## src/rtl/ring_pkg.sv

```systemverilog
// ring_pkg: shared types and widths for the RingBuffer read-side client.
package ring_pkg;
   typedef enum logic [1:0] {IDLE, REQ, WAIT, PRESENT} state_t;
   localparam int RING_DATA_W = 8;
   localparam int WORD_W = 32;
endpackage

```

## src/rtl/ring_word_reader_if.sv

```systemverilog
// ring_word_reader_if: RingBuffer read port plus downstream word handshake.
interface ring_word_reader_if;
   import ring_pkg::*;
   logic readEnable;
   logic dataReadAck;
   logic [RING_DATA_W-1:0] dataRead;
   logic [WORD_W-1:0] wordData;
   logic wordValid;
   logic wordReady;
   modport master (
      output readEnable, wordData, wordValid,
      input  dataReadAck, dataRead, wordReady
   );
   modport slave (
      input  readEnable, wordData, wordValid,
      output dataReadAck, dataRead, wordReady
   );
endinterface

```

## src/rtl/ring_word_lane_pack.sv

```systemverilog
// ring_word_lane_pack: steers the next byte into its word lane.
module ring_word_lane_pack
   import ring_pkg::*;
#(
   parameter int WORD_BYTES = 4,
   parameter bit BIG_ENDIAN = 1'b0
) (
   input  logic [1:0]             byte_count,
   input  logic [RING_DATA_W-1:0] data_read,
   output logic [3:0]             lane_we,
   output logic [WORD_W-1:0]      lane_data
);
   logic [1:0] lane;
   // Big-endian mirrors within the used lanes only, so upper lanes stay zero.
   assign lane = BIG_ENDIAN ? 2'(WORD_BYTES - 1) - byte_count : byte_count;
   assign lane_we = 4'b0001 << lane;
   assign lane_data = WORD_W'(data_read) << {lane, 3'b000};
endmodule

```

## src/rtl/ring_word_reader.sv

```systemverilog
// ring_word_reader: drains RingBuffer bytes one request at a time and
// presents packed words over a valid/ready handshake.
module ring_word_reader
   import ring_pkg::*;
#(
   parameter int WORD_BYTES = 4,
   parameter bit BIG_ENDIAN = 1'b0
) (
   input  logic clk,
   input  logic reset,
   input  logic enable,
   input  logic flush,
   ring_word_reader_if.master bus,
   output logic [WORD_W-1:0] debug
);
   state_t state;
   state_t next_run;
   logic [7:0] byte_count;
   logic [15:0] empty_polls;
   logic [3:0] lane_we;
   logic [WORD_W-1:0] lane_data;
   logic [WORD_W-1:0] lane_bits;
   logic last_byte;

   ring_word_lane_pack #(.WORD_BYTES(WORD_BYTES), .BIG_ENDIAN(BIG_ENDIAN)) u_pack (
      .byte_count(byte_count[1:0]),
      .data_read(bus.dataRead),
      .lane_we(lane_we),
      .lane_data(lane_data)
   );

   assign lane_bits = {{8{lane_we[3]}}, {8{lane_we[2]}}, {8{lane_we[1]}}, {8{lane_we[0]}}};
   assign last_byte = byte_count == 8'(WORD_BYTES - 1);
   assign next_run = enable ? REQ : IDLE;
   assign bus.readEnable = state == REQ;
   assign bus.wordValid = state == PRESENT;
   assign debug = {state, 6'b0, byte_count, empty_polls};

   always_ff @(posedge clk) begin
      if (reset) begin
         state <= IDLE;
         byte_count <= '0;
         empty_polls <= '0;
         bus.wordData <= '0;
      end else if (flush) begin
         state <= next_run;
         byte_count <= '0;
         bus.wordData <= '0;
      end else begin
         case (state)
            IDLE: state <= next_run;
            REQ: state <= WAIT;
            WAIT: begin
               if (bus.dataReadAck) begin
                  bus.wordData <= (bus.wordData & ~lane_bits) | lane_data;
                  byte_count <= last_byte ? 8'd0 : byte_count + 8'd1;
                  state <= last_byte ? PRESENT : next_run;
               end else begin
                  empty_polls <= empty_polls + 16'(empty_polls != 16'hFFFF);
                  state <= next_run;
               end
            end
            default: begin
               // Clearing on transfer gives the next word zeroed unfilled lanes.
               if (bus.wordReady) begin
                  state <= next_run;
                  bus.wordData <= '0;
               end
            end
         endcase
      end
   end
endmodule

```

## src/flat_wrapper.sv

```systemverilog
// flat-port wrapper written by rule: the top's interface ports become plain ports
module ring_word_reader_flat import ring_pkg::*;
#(
   parameter int WORD_BYTES = 4,
   parameter bit BIG_ENDIAN = 1'b0
)
  (clk, reset, enable, flush, debug, bus_readEnable, bus_wordData, bus_wordValid, bus_dataReadAck, bus_dataRead, bus_wordReady);
  ring_word_reader_if bus_i ();
  input  logic clk;
  input  logic reset;
  input  logic enable;
  input  logic flush;
  output logic [WORD_W-1:0] debug;
  output wire logic [$bits(bus_i.readEnable)-1:0] bus_readEnable;
  output wire logic [$bits(bus_i.wordData)-1:0] bus_wordData;
  output wire logic [$bits(bus_i.wordValid)-1:0] bus_wordValid;
  input wire logic [$bits(bus_i.dataReadAck)-1:0] bus_dataReadAck;
  input wire logic [$bits(bus_i.dataRead)-1:0] bus_dataRead;
  input wire logic [$bits(bus_i.wordReady)-1:0] bus_wordReady;
  assign bus_readEnable = bus_i.readEnable;
  assign bus_wordData = bus_i.wordData;
  assign bus_wordValid = bus_i.wordValid;
  assign bus_i.dataReadAck = bus_dataReadAck;
  assign bus_i.dataRead = bus_dataRead;
  assign bus_i.wordReady = bus_wordReady;
  ring_word_reader #(.WORD_BYTES(WORD_BYTES), .BIG_ENDIAN(BIG_ENDIAN)) u_core (.clk(clk), .reset(reset), .enable(enable), .flush(flush), .bus(bus_i), .debug(debug));
endmodule
```

## config.mk

```make
export PLATFORM = sky130hd
export DESIGN_NAME = ring_word_reader_flat
export DESIGN_NICKNAME = d
export VERILOG_FILES = /design/src/rtl/ring_pkg.sv /design/src/rtl/ring_word_reader_if.sv /design/src/rtl/ring_word_lane_pack.sv /design/src/rtl/ring_word_reader.sv /design/src/flat_wrapper.sv
export SDC_FILE = /design/constraint.sdc
export NUM_CORES = 1
export LEC_CHECK = 0
export CAP_MARGIN = 20
export CORE_MARGIN = 2
export CORE_UTILIZATION = 49
export DETAILED_ROUTE_END_ITERATION = 6
export DONT_BUFFER_PORTS = 1
export HOLD_SLACK_MARGIN = 0.02
export PLACE_DENSITY = 0.62
export SYNTH_ARGS = -nofsm -noshare
export SYNTH_HDL_FRONTEND = slang
export SYNTH_HIERARCHICAL = 1
export SYNTH_SLANG_ARGS = --single-unit
```

## constraint.sdc

```tcl
create_clock -name clk -period 3.4 [get_ports clk]
set_clock_uncertainty 0.2 [all_clocks]
set_input_delay 0.34 -clock clk [delete_from_list [all_inputs] [get_ports clk]]
set_output_delay 0.34 -clock clk [all_outputs]
set_load 0.05 [all_outputs]
```

==> results.toml <==
[route]
drc_errors = 0
dr_wl_met2_um = 3280
vias = 2327
drt_iter0_markers = 131
wl_um = 6850
routedWlPerCell_um = 17.0
met1_length_um = 2970
highest_layer = "met4"
ant_nets = 0
met3WireLength_um = 519
drtPass1Iterations = 4
vias_per_cell = 5.77

[timing]
period_minus_slack_ns = 2.87
worst_pin_slew_ns = 0.674
relSlewSlack_pct = 54.9
report.final.slew_viol_count = 0
fin_ws_ns = 0.527
fmax_ghz = 0.348
timing.setup.tns_ns = 0
hold_violations = 0
setup_violations = 0
rsz0062_at_grt = "no"
fin_crit_sh_pct = 84.5

[clocking]
numCtsBuffers = 9
cts.sinks = 58
cts_setup_buffers = 0
postCtsHoldBufs = 4
clock_latency_ns = 0.33
cts_resized = 0
cts_max_level = 3
cts_tree = "yes"
clockRootBuffer = "clkbuf_8"
path_clk_slew_ns = 0.07
cts_buffer_depth = 2

[yosys]
avgSynthCellArea_sq_um = 8.91
ys_warn_count = 6
synth_cell_type_count = 39
seq_area_frac_synth_pct = 41.7
synth_top_flop_cell = "dfxtp_1"
synth_edf_count = 0
syn_area_sq_mm = 0.00279
synthArstFlopShare_pct = 0
synth-seq-cells = 58
syn_inst = 313

[final_layout]
instances_no_fill = 403
num_antenna_cells = 0
drive_gt1_share_pct = 12.4
stdcell_area_sq_mm = 0.00317
nNetsFinal = 348
area.growth.synth_to_final_pct = 13.8

[placed_design]
place_area_sq_mm = 0.00293
hpwl_um = 4540
placement.setup.worst_slack_ns = 0.569
gp_congestion = 0.762
dp_cells = 383
io_buffer_count = 0

[flow_run]
maxCapViolCount = 0

[die]
die_x_um = 79.4
io_pins = 80
coreArea_sq_mm = 0.00551
die_area_sq_mm = 0.00631
start_util_pct = 50.6
num_rows = 27
fp.dieH_um = 79.4

[global_route]
grt_max_degree = 40
grt_pass1_wl_um = 11100
overflow = 0
grt_pass1_vias = 2217
grt.total_usage_pct = 22.6
antenna_found_initial = 0

[pwr]
ir_worst_vdd_mv = 0.269
power.leakage_uw = 0.00121
power_uw = 1380
power.density_mw_per_mm2 = 434

[setup_path]
cp-start-kind = "flip-flop"
path_cells = "and4_1 > nand3_1 > or2_2 > ha_1 > ha_1 > nand4bb_4 > or3_1 > or4_1 > a21oi_1"
crit_path_end_kind = "flip-flop"
cpPeakStageDelay_ns = 0.51
crit_slowest_cell = "dfxtp_1"
cp_max_fo = 6
cp.required_ns = 3.46
worstSetupPathType = "flip-flop to flip-flop"
critical_path_arrival_ns = 2.93
cpMostUsedCell = "ha_1"

[status]
status = "finished, final reports clean"

[hold_path]
min_path_type = "input pin to flip-flop"
synth_stat cells (all sizes together) (4+ instances only):
master	n	area, sq um
nor3b	10	86.3
nand4	8	56.3
ha	8	100
inv	5	18.8
and3b	16	140
clkbuf	9	33.8
xor2	10	87.6
nand3	13	70.1
nor4	4	25.0
and3	10	62.6
nand2b	4	25.0
a21oi	5	25.0
nor2	58	218
a22oi	32	240
xnor2	8	70.1
nand2	7	26.3
dfxtp	58	1160
buf	16	93.8
through the flow:
step           util (%)  hold WS [ns]
5_1_grt            57.6        0.0738
6_report           57.6        0.0607
3_3_place_gp       52.5         0.212
2_1_floorplan         -         0.288
3_5_place_dp       53.2         0.213
4_1_cts            57.6        0.0281
state kept, by name, summed over array words and instances, names as in the netlist:
signal	cells
u_core/state	2
u_core/byte_count	8
u_core/bus.wordData	32
u_core/empty_polls	16
per-layer routing:
metal  vias up  GRT usage (%)
li1       1128              -
met1      1094           27.9
met3         9           8.37
met5         -              0
met2        96           35.8
met4         0           8.45
cell usage in the layout, fill, tap and decap left out, types with 2 or more instances in the layout:
cell type | Yosys | layout
inv_1 | 5 | 5
a22oi_1 | 32 | 32
buf_4 | 6 | 16
nor3b_1 | 9 | 9
conb_1 | 1 | 6
and2_1 | 3 | 3
dfxtp_1 | 58 | 58
clkbuf_8 | 0 | 14
and4_1 | 3 | 3
nor4_1 | 4 | 4
or2_2 | 2 | 2
mux2i_1 | 2 | 2
nand2b_1 | 4 | 4
ha_1 | 8 | 8
o31ai_1 | 2 | 2
or4_1 | 3 | 3
nor2b_1 | 2 | 2
or3_1 | 3 | 3
o21ai_0 | 3 | 3
xor2_1 | 10 | 10
nand4_1 | 7 | 7
a21oi_1 | 5 | 5
and3b_1 | 16 | 16
dlygate4sd3_1 | 0 | 4
nor2_1 | 58 | 58
nand2_1 | 7 | 7
and3_1 | 10 | 10
xnor2_1 | 8 | 8
nor3_1 | 3 | 3
nand3_1 | 12 | 12
layout make-up:
class                      count  area (sq um)
inverter                       5          18.8
fill                         502          2330
multi-input combinational    230          1500
clock inverter                 1          5.00
clock buffer                  15           196
tap                           72          90.1
timing repair buffer          22           203
sequential                    58          1160
worst max-delay path: cells and delay by family, from the launching register on:
family	cells	cell delay, ns
AOI/OAI and AO/OA	1	0.15
adders and majority gates	2	0.38
DFF	1	0.51
and+or+nand+nor	6	1.56
path summary, 6_finish.rpt:
check,from,end,slack [ns],cells past startpoint
min,bus_dataReadAck,u_core/byte_count[1],0.06,3
min reg2reg,u_core/empty_polls[5],u_core/empty_polls[14],0.48,3
max,u_core/empty_polls[4],u_core/empty_polls[14],0.53,9
max reg2reg,u_core/empty_polls[4],u_core/empty_polls[14],0.53,9
cell families (layout without fill, tap and decap cells):
kind of cell / Yosys count / after routing / share of synthesized area (%)
compound gates: 43 / 43 / 11.0
flops: 58 / 58 / 41.7
buf+inv: 30 / 43 / 5.25
mux: 3 / 3 / 1.12
simple gates: 152 / 152 / 31.6
fa+ha+maj: 8 / 8 / 3.59
xor+xnor: 18 / 18 / 5.66
other cells: 1 / 6 / 0.135
report_power, final:
part | internal [uW] | leakage [uW] | switching, uW
Combinational | 17.4 | 0.000634 | 49.1
Clock | 364 | 0.000106 | 266
Sequential | 680 | 0.000467 | 0.838
Note: power is estimated with default switching activity, not from simulation.
